**config.mk**
```make
export PLATFORM = sky130hd
export DESIGN_NAME = host_to_breakout_tx
export DESIGN_NICKNAME = d
export VERILOG_FILES = /design/src/rtl/host_to_breakout_tx.sv
export SDC_FILE = /design/constraint.sdc
export NUM_CORES = 1
export LEC_CHECK = 0
export CAP_MARGIN = 20
export CORE_MARGIN = 2
export CORE_UTILIZATION = 33
export CTS_CLUSTER_SIZE = 8
export DETAILED_ROUTE_END_ITERATION = 12
export PLACE_DENSITY = 0.52
export SLEW_MARGIN = 40
export SYNTH_ARGS = -nofsm -noshare
export SYNTH_HDL_FRONTEND = slang
export SYNTH_SLANG_ARGS = --single-unit
```
**constraint.sdc**
```tcl
create_clock -name i_clk -period 4.9 [get_ports i_clk]
set_input_delay 0.735 -clock i_clk [delete_from_list [all_inputs] [get_ports i_clk]]
set_output_delay 0.735 -clock i_clk [all_outputs]
set_load 0.02 [all_outputs]
```
**src/rtl/host_to_breakout_tx.sv**
```systemverilog
// host_to_breakout_tx: serializes the 8-bit digital output word and a rotating
// 48-bit slow control word onto the host-to-breakout LVDS data line.
// Frame = {SYNC[1:0], slot[1:0], port[7:0], slow chunk[11:0]}, sent MSB first with no gap between frames.
// Optional macro H2B_PARITY_EN appends an odd-parity bit, giving 25-bit frames.
// Ports:
//   i_clk            60 MHz link clock (also forwarded to the breakout)
//   i_reset          asynchronous active-high reset
//   i_en             link enable, sampled only at frame boundaries
//   i_port           digital output word, sampled at every frame load
//   i_acq_running, i_acq_reset_done, i_ledlevel, i_ledmode, i_port_status,
//   i_aio_dir, i_harp_conf, i_gpio_dir
//                    slow control fields, snapshotted when slot 0 is loaded
//   o_d0_s           serial data (registered)
//   o_frame_start    pulse on the first header bit of each frame
//   o_slow_done      pulse on the last bit of slot 3
module host_to_breakout_tx #(
  parameter logic [1:0] SYNC  = 2'b10,
  parameter int         SLOTS = 4
) (
  input  logic        i_clk,
  input  logic        i_reset,
  input  logic        i_en,
  input  logic [7:0]  i_port,
  input  logic        i_acq_running,
  input  logic        i_acq_reset_done,
  input  logic [3:0]  i_ledlevel,
  input  logic [1:0]  i_ledmode,
  input  logic [7:0]  i_port_status,
  input  logic [11:0] i_aio_dir,
  input  logic [1:0]  i_harp_conf,
  input  logic [15:0] i_gpio_dir,
  output logic        o_d0_s,
  output logic        o_frame_start,
  output logic        o_slow_done
);

`ifdef H2B_PARITY_EN
  localparam int FW = 25;
`else
  localparam int FW = 24;
`endif
  localparam logic [4:0] LAST_BIT = 5'(FW - 1);

  // The slot field is two bits wide and the slow word is exactly 4 x 12 bits.
  generate
    if (SLOTS != 4) begin : g_bad_slots
      $error("host_to_breakout_tx: SLOTS must be 4");
    end
  endgenerate

  typedef enum logic {
    ST_IDLE = 1'b0,
    ST_SEND = 1'b1
  } state_t;

  state_t        r_state;
  state_t        w_state_nxt;
  logic [4:0]    r_cnt;        // index of the frame bit currently on o_d0_s
  logic [1:0]    r_slot;       // slot of the frame currently on o_d0_s
  logic [FW-1:0] r_shift;      // remaining frame bits, next bit at the MSB
  logic [47:0]   r_slow_snap;
  logic          r_d0_s;
  logic          r_frame_start;
  logic          r_slow_done;

  logic          w_load;
  logic [1:0]    w_slot_nxt;
  logic [47:0]   w_slow_live;
  logic [47:0]   w_slow_src;
  logic [11:0]   w_chunk;
  logic [23:0]   w_base;
  logic [FW-1:0] w_frame;

  assign w_slow_live = {2'b00, i_acq_running, i_acq_reset_done, i_ledlevel, i_ledmode,
                        i_port_status, i_aio_dir, i_harp_conf, i_gpio_dir};

  // Next-state / frame-load decision. Loads happen from IDLE, or on the last
  // bit of a frame so the next frame follows with no gap.
  always_comb begin
    w_state_nxt = r_state;
    w_load      = 1'b0;
    w_slot_nxt  = r_slot;
    case (r_state)
      ST_IDLE: begin
        w_slot_nxt = 2'd0;
        if (i_en) begin
          w_load      = 1'b1;
          w_state_nxt = ST_SEND;
        end
      end
      ST_SEND: begin
        if (r_cnt == 5'd0) begin
          if (i_en) begin
            w_load     = 1'b1;
            w_slot_nxt = r_slot + 2'd1;
          end else begin
            w_slot_nxt  = 2'd0;
            w_state_nxt = ST_IDLE;
          end
        end
      end
      default: w_state_nxt = ST_IDLE;
    endcase
  end

  // Slot 0 takes the live inputs (the snapshot is captured on the same edge);
  // later slots read the snapshot so a superframe is self-consistent.
  assign w_slow_src = (w_slot_nxt == 2'd0) ? w_slow_live : r_slow_snap;

  always_comb begin
    w_chunk = w_slow_src[47:36];
    case (w_slot_nxt)
      2'd0:    w_chunk = w_slow_src[47:36];
      2'd1:    w_chunk = w_slow_src[35:24];
      2'd2:    w_chunk = w_slow_src[23:12];
      default: w_chunk = w_slow_src[11:0];
    endcase
  end

  assign w_base = {SYNC, w_slot_nxt, i_port, w_chunk};

`ifdef H2B_PARITY_EN
  // Odd parity: the appended bit makes the total count of ones odd.
  assign w_frame = {w_base, ~^w_base};
`else
  assign w_frame = w_base;
`endif

  always_ff @(posedge i_clk or posedge i_reset) begin
    if (i_reset) begin
      r_state <= ST_IDLE;
    end else begin
      r_state <= w_state_nxt;
    end
  end

  always_ff @(posedge i_clk or posedge i_reset) begin
    if (i_reset) begin
      r_cnt         <= 5'd0;
      r_slot        <= 2'd0;
      r_shift       <= '0;
      r_slow_snap   <= '0;
      r_d0_s        <= 1'b0;
      r_frame_start <= 1'b0;
      r_slow_done   <= 1'b0;
    end else begin
      r_frame_start <= w_load;
      // The bit about to go out is the last one of slot 3.
      r_slow_done   <= (r_state == ST_SEND) && (r_cnt == 5'd1) && (r_slot == 2'd3);
      if (w_load) begin
        // Header MSB goes straight to the output flop; the rest queue up.
        r_d0_s  <= w_frame[FW-1];
        r_shift <= {w_frame[FW-2:0], 1'b0};
        r_cnt   <= LAST_BIT;
        r_slot  <= w_slot_nxt;
        if (w_slot_nxt == 2'd0) begin
          r_slow_snap <= w_slow_live;
        end
      end else if ((r_state == ST_SEND) && (r_cnt != 5'd0)) begin
        r_d0_s  <= r_shift[FW-1];
        r_shift <= {r_shift[FW-2:0], 1'b0};
        r_cnt   <= r_cnt - 5'd1;
      end else begin
        r_d0_s <= 1'b0;
        r_slot <= w_slot_nxt;
      end
    end
  end

  assign o_d0_s        = r_d0_s;
  assign o_frame_start = r_frame_start;
  assign o_slow_done   = r_slow_done;

endmodule

```
==> impl_metrics.ini <==
[die]
die_y_um = 105
fp.dieW_um = 105
io_pins = 60
die-area_um2 = 11000
floorplan.initialDensity = 0.343
core_area_um2 = 9820
placement_rows = 36

[layout]
fillers = 984
final_core_utilization = 0.439
area_growth_syn_to_layout_pct = 28.1
layout.area.seq_um2 = 1750
layout.nets = 418
post_route_cells_drive_above_1_share = 0.0829
num_antenna_cells = 0
multi_input_comb_area_um2 = 1510

[clock_network]
ctsLongestPathBuffers = 2
tritoncts_clock_tree = built
htree_levels = 3
clkSlewWorstSetupHoldPaths_ns = 0.08
root_buffer = clkbuf_8
cts_repair_resize_count = 0
clock_sinks = 70
tritoncts.num_buffers = 9
cts_setup_buffers = 0
clk_latency_ns = 0.35
ctsHoldBuffers = 0

[timing]
maxClockFrequency_mhz = 337
report.final.slew_viol_count = 0
final_hold_viol_count = 0
rsz0062_at_grt = no
finClkSkew_ns = 0.00952
finalHoldWorstSlack_ns = 0.461
setup-violations-final = 0
worst-slew-pin-transition_ns = 0.788
relSlewSlack = 0.464
finalCritPeriodShare = 0.606
setup_tns_after_final_layout_ns = 0
period_needed_ns = 2.97

[synthesis]
synthesis.yosys.warnings = 0
netlist_instances = 303
mappedNetlistArea_um2 = 3370
mappedNetlistNets = 364
synth.ff_latch_count = 70
most_common_flop_cell_mapped_by_yosys = dfrtp_1
number_of_synthesized_flops_with_an_enable_pin = 0
syn_avg_cell_area_um2 = 11.1
seq_area_frac_synth = 0.520
async_flop_share = 1.00
post_synth_num_cell_types = 38

[pwr]
p_int_w = 0.00150
powerDensity_nw_per_um2 = 519
swShare = 0.332
total_power_w = 0.00224
power.switching_w = 0.000744
power_frac_seq = 0.447
leak_pwr_nw = 1.86
irDropWorstVdd_v = 0.000187
power.share.clock = 0.251
pwr-share-comb = 0.303

[critical_path]
critical_path.endpoint = r_shift[11]
crit_type = register to register
crit_cells = 7
arrival_ns = 3.20
slowest_stage = mux2i_2
cp_cell_sequence = inv_1 -> ha_1 -> nor4b_4 -> mux2i_2 -> mux2_2 -> a221oi_1 -> nor3_1
worst-path-buf-inv = 1
critical_path.reg2reg.startpoint = r_cnt[0]
kind_of_end_point_of_the_critical_path = register
timing.critical_path.slowest_cell_delay_ns = 0.76
critPathLaunchType = register
worst_setup_path_startpoint = r_cnt[0]
timing.critical_path.max_delay_family = multiplexers
setup.reg_to_reg.worst_slack_ns = 1.93
timing.reg2reg.worst_path_depth = 7
reg2reg_to = r_shift[11]
worst-endpoint-required_ns = 5.13
maximum_fanout_encountered_on_the_critical_timing_path = 13

[drt]
drt_first_iter_violations = 125
drc = 0
detailroute.via_count = 2506
route.antenna.remaining_nets = 0
postRouteWirelength_um = 8060
route.detailed.wl_per_inst_um = 16.3
drt_pre_antenna_iters = 4
vias_per_cell = 5.06

[global_routing]
grt_max_degree = 40
grt_pass1_wl_um = 13700
grt_remaining_overflow = 0
number_of_global_route_vias_before_repair = 2636
grt_util_all_layers = 0.158
initial_antenna_violation_count = 0

[outcome]
status = complete, no violations

[min_path]
hold_class = register to register

[place]
port_buffers = 59
place_congestion = 0.834
detailedPlacementHpwl_um = 5470

[run]
max_cap_violations = 0
-- metrics by stage --
| stage | cell area, um2 | setup WS [ns] | cells |
|---|---|---|---|
| 4_1_cts | 4310 | 1.97 | 495 |
| 2_1_floorplan | 3370 | 2.40 | 303 |
| 3_3_place_gp | 4070 | 1.51 | 479 |
| 5_1_grt | 4310 | 1.73 | 495 |
| 6_report | 4310 | 1.93 | 495 |
| 3_5_place_dp | 4070 | 1.72 | 479 |
-- layer usage --
layer / wire length [um] / global-route usage
met4: 177 / 0.0724
met1: 4100 / 0.226
met3: 366 / 0.0349
met2: 3420 / 0.225
met5: 0 / 0
-- state kept, by name, summed over array words and instances, names as in the netlist --
name           count
r_slow_snap       36
r_shift           23
r_cnt              5
r_slot             2
o_d0_s             1
o_frame_start      1
o_slow_done        1
r_state            1
-- layout by cell type, fill, tap and decap left out, types with 2 or more instances in the layout --
master           synthesis  routed
mux2i_2                  0       2
o21ai_0                 15      15
mux2i_1                 11       9
a21oi_1                  3       3
dfrtp_1                 70      70
o2111ai_1               10      10
inv_1                    6       5
clkbuf_8                 0       9
ha_1                     4       4
a22o_1                   2       2
mux2_2                   4       4
mux2_1                  36      36
nor3b_1                 10      10
nor3_1                   6       6
clkdlybuf4s50_1          0      59
nand2_1                 41      41
clkinv_2                 0       2
a221oi_1                 2       2
nor2_1                  18      17
o21ai_1                 10       9
bufinv_16                0       3
o22ai_1                 10      10
buf_4                    0       4
a221o_1                  9       9
clkinvlp_4               0       2
-- area by class of cell --
class,instances,share of cell area
clock buffers,10,0.0296
inverters,7,0.00638
flip-flops and latches,70,0.406
repair buffers,63,0.144
clock inverters,6,0.0255
multi-input cells,206,0.350
well taps,133,0.0386
-- cells by family (layout without fill, tap and decap cells) --
family | after synthesis | after routing | share of synthesized area
muxes | 51 | 51 | 0.166
and+or+nand+nor | 87 | 87 | 0.130
buffers and inverters | 27 | 86 | 0.0375
adders and majority gates | 4 | 4 | 0.0149
AOI/OAI and AO/OA | 63 | 63 | 0.128
xor gates and xnor gates | 1 | 1 | 0.00260
DFF | 70 | 70 | 0.520
-- worst min-delay path, cell delays in order, from the launching register on --
cell and delay [ns]:
dfrtp_1 0.34, nand2_1 0.05, nand2_1 0.05
-- power by group through the flow --
stage | combinational (W) | clock (W) | sequential (W)
floorplan | 0.000531 | 0 | 0.000945
global placement | 0.000660 | 0 | 0.00100
detailed placement | 0.000680 | 0 | 0.00101
CTS | 0.000684 | 0.000576 | 0.00100
global route | 0.000772 | 0.000599 | 0.00104
finish | 0.000679 | 0.000561 | 0.00100
-- Yosys cell counts, types with 2 or more instances --
cell type,count,share of area
o22ai_1,10,0.019
nor3b_1,10,0.022
o21ai_1,10,0.015
nand2_1,41,0.046
buf_6,3,0.010
dfrtp_1,70,0.52
a221oi_1,2,0.0052
a221o_1,9,0.027
mux2_1,36,0.12
ha_1,4,0.015
buf_1,2,0.0022
buf_2,2,0.0030
nor3_1,6,0.0089
o2111ai_1,10,0.026
clkbuf_1,13,0.014
a21oi_1,3,0.0045
mux2i_1,11,0.033
a22o_1,2,0.0052
inv_1,6,0.0067
nor2_1,18,0.020
mux2_2,4,0.013
o21ai_0,15,0.022
-- worst min path at each step --
| stage | startpoint | to | slack, ns | cells past startpoint |
|---|---|---|---|---|
| final | r_shift[22] | r_shift[23] | 0.46 | 2 |
| after global routing | r_shift[19] | r_shift[20] | 0.52 | 2 |
| after CTS | r_shift[22] | r_shift[23] | 0.48 | 2 |
| after detailed placement | r_shift[22] | r_shift[23] | 0.46 | 2 |
| after global placement | r_shift[22] | r_shift[23] | 0.46 | 2 |
| after floorplan | r_shift[22] | r_shift[23] | 0.44 | 2 |
Power figures use the tool's default switching activity.
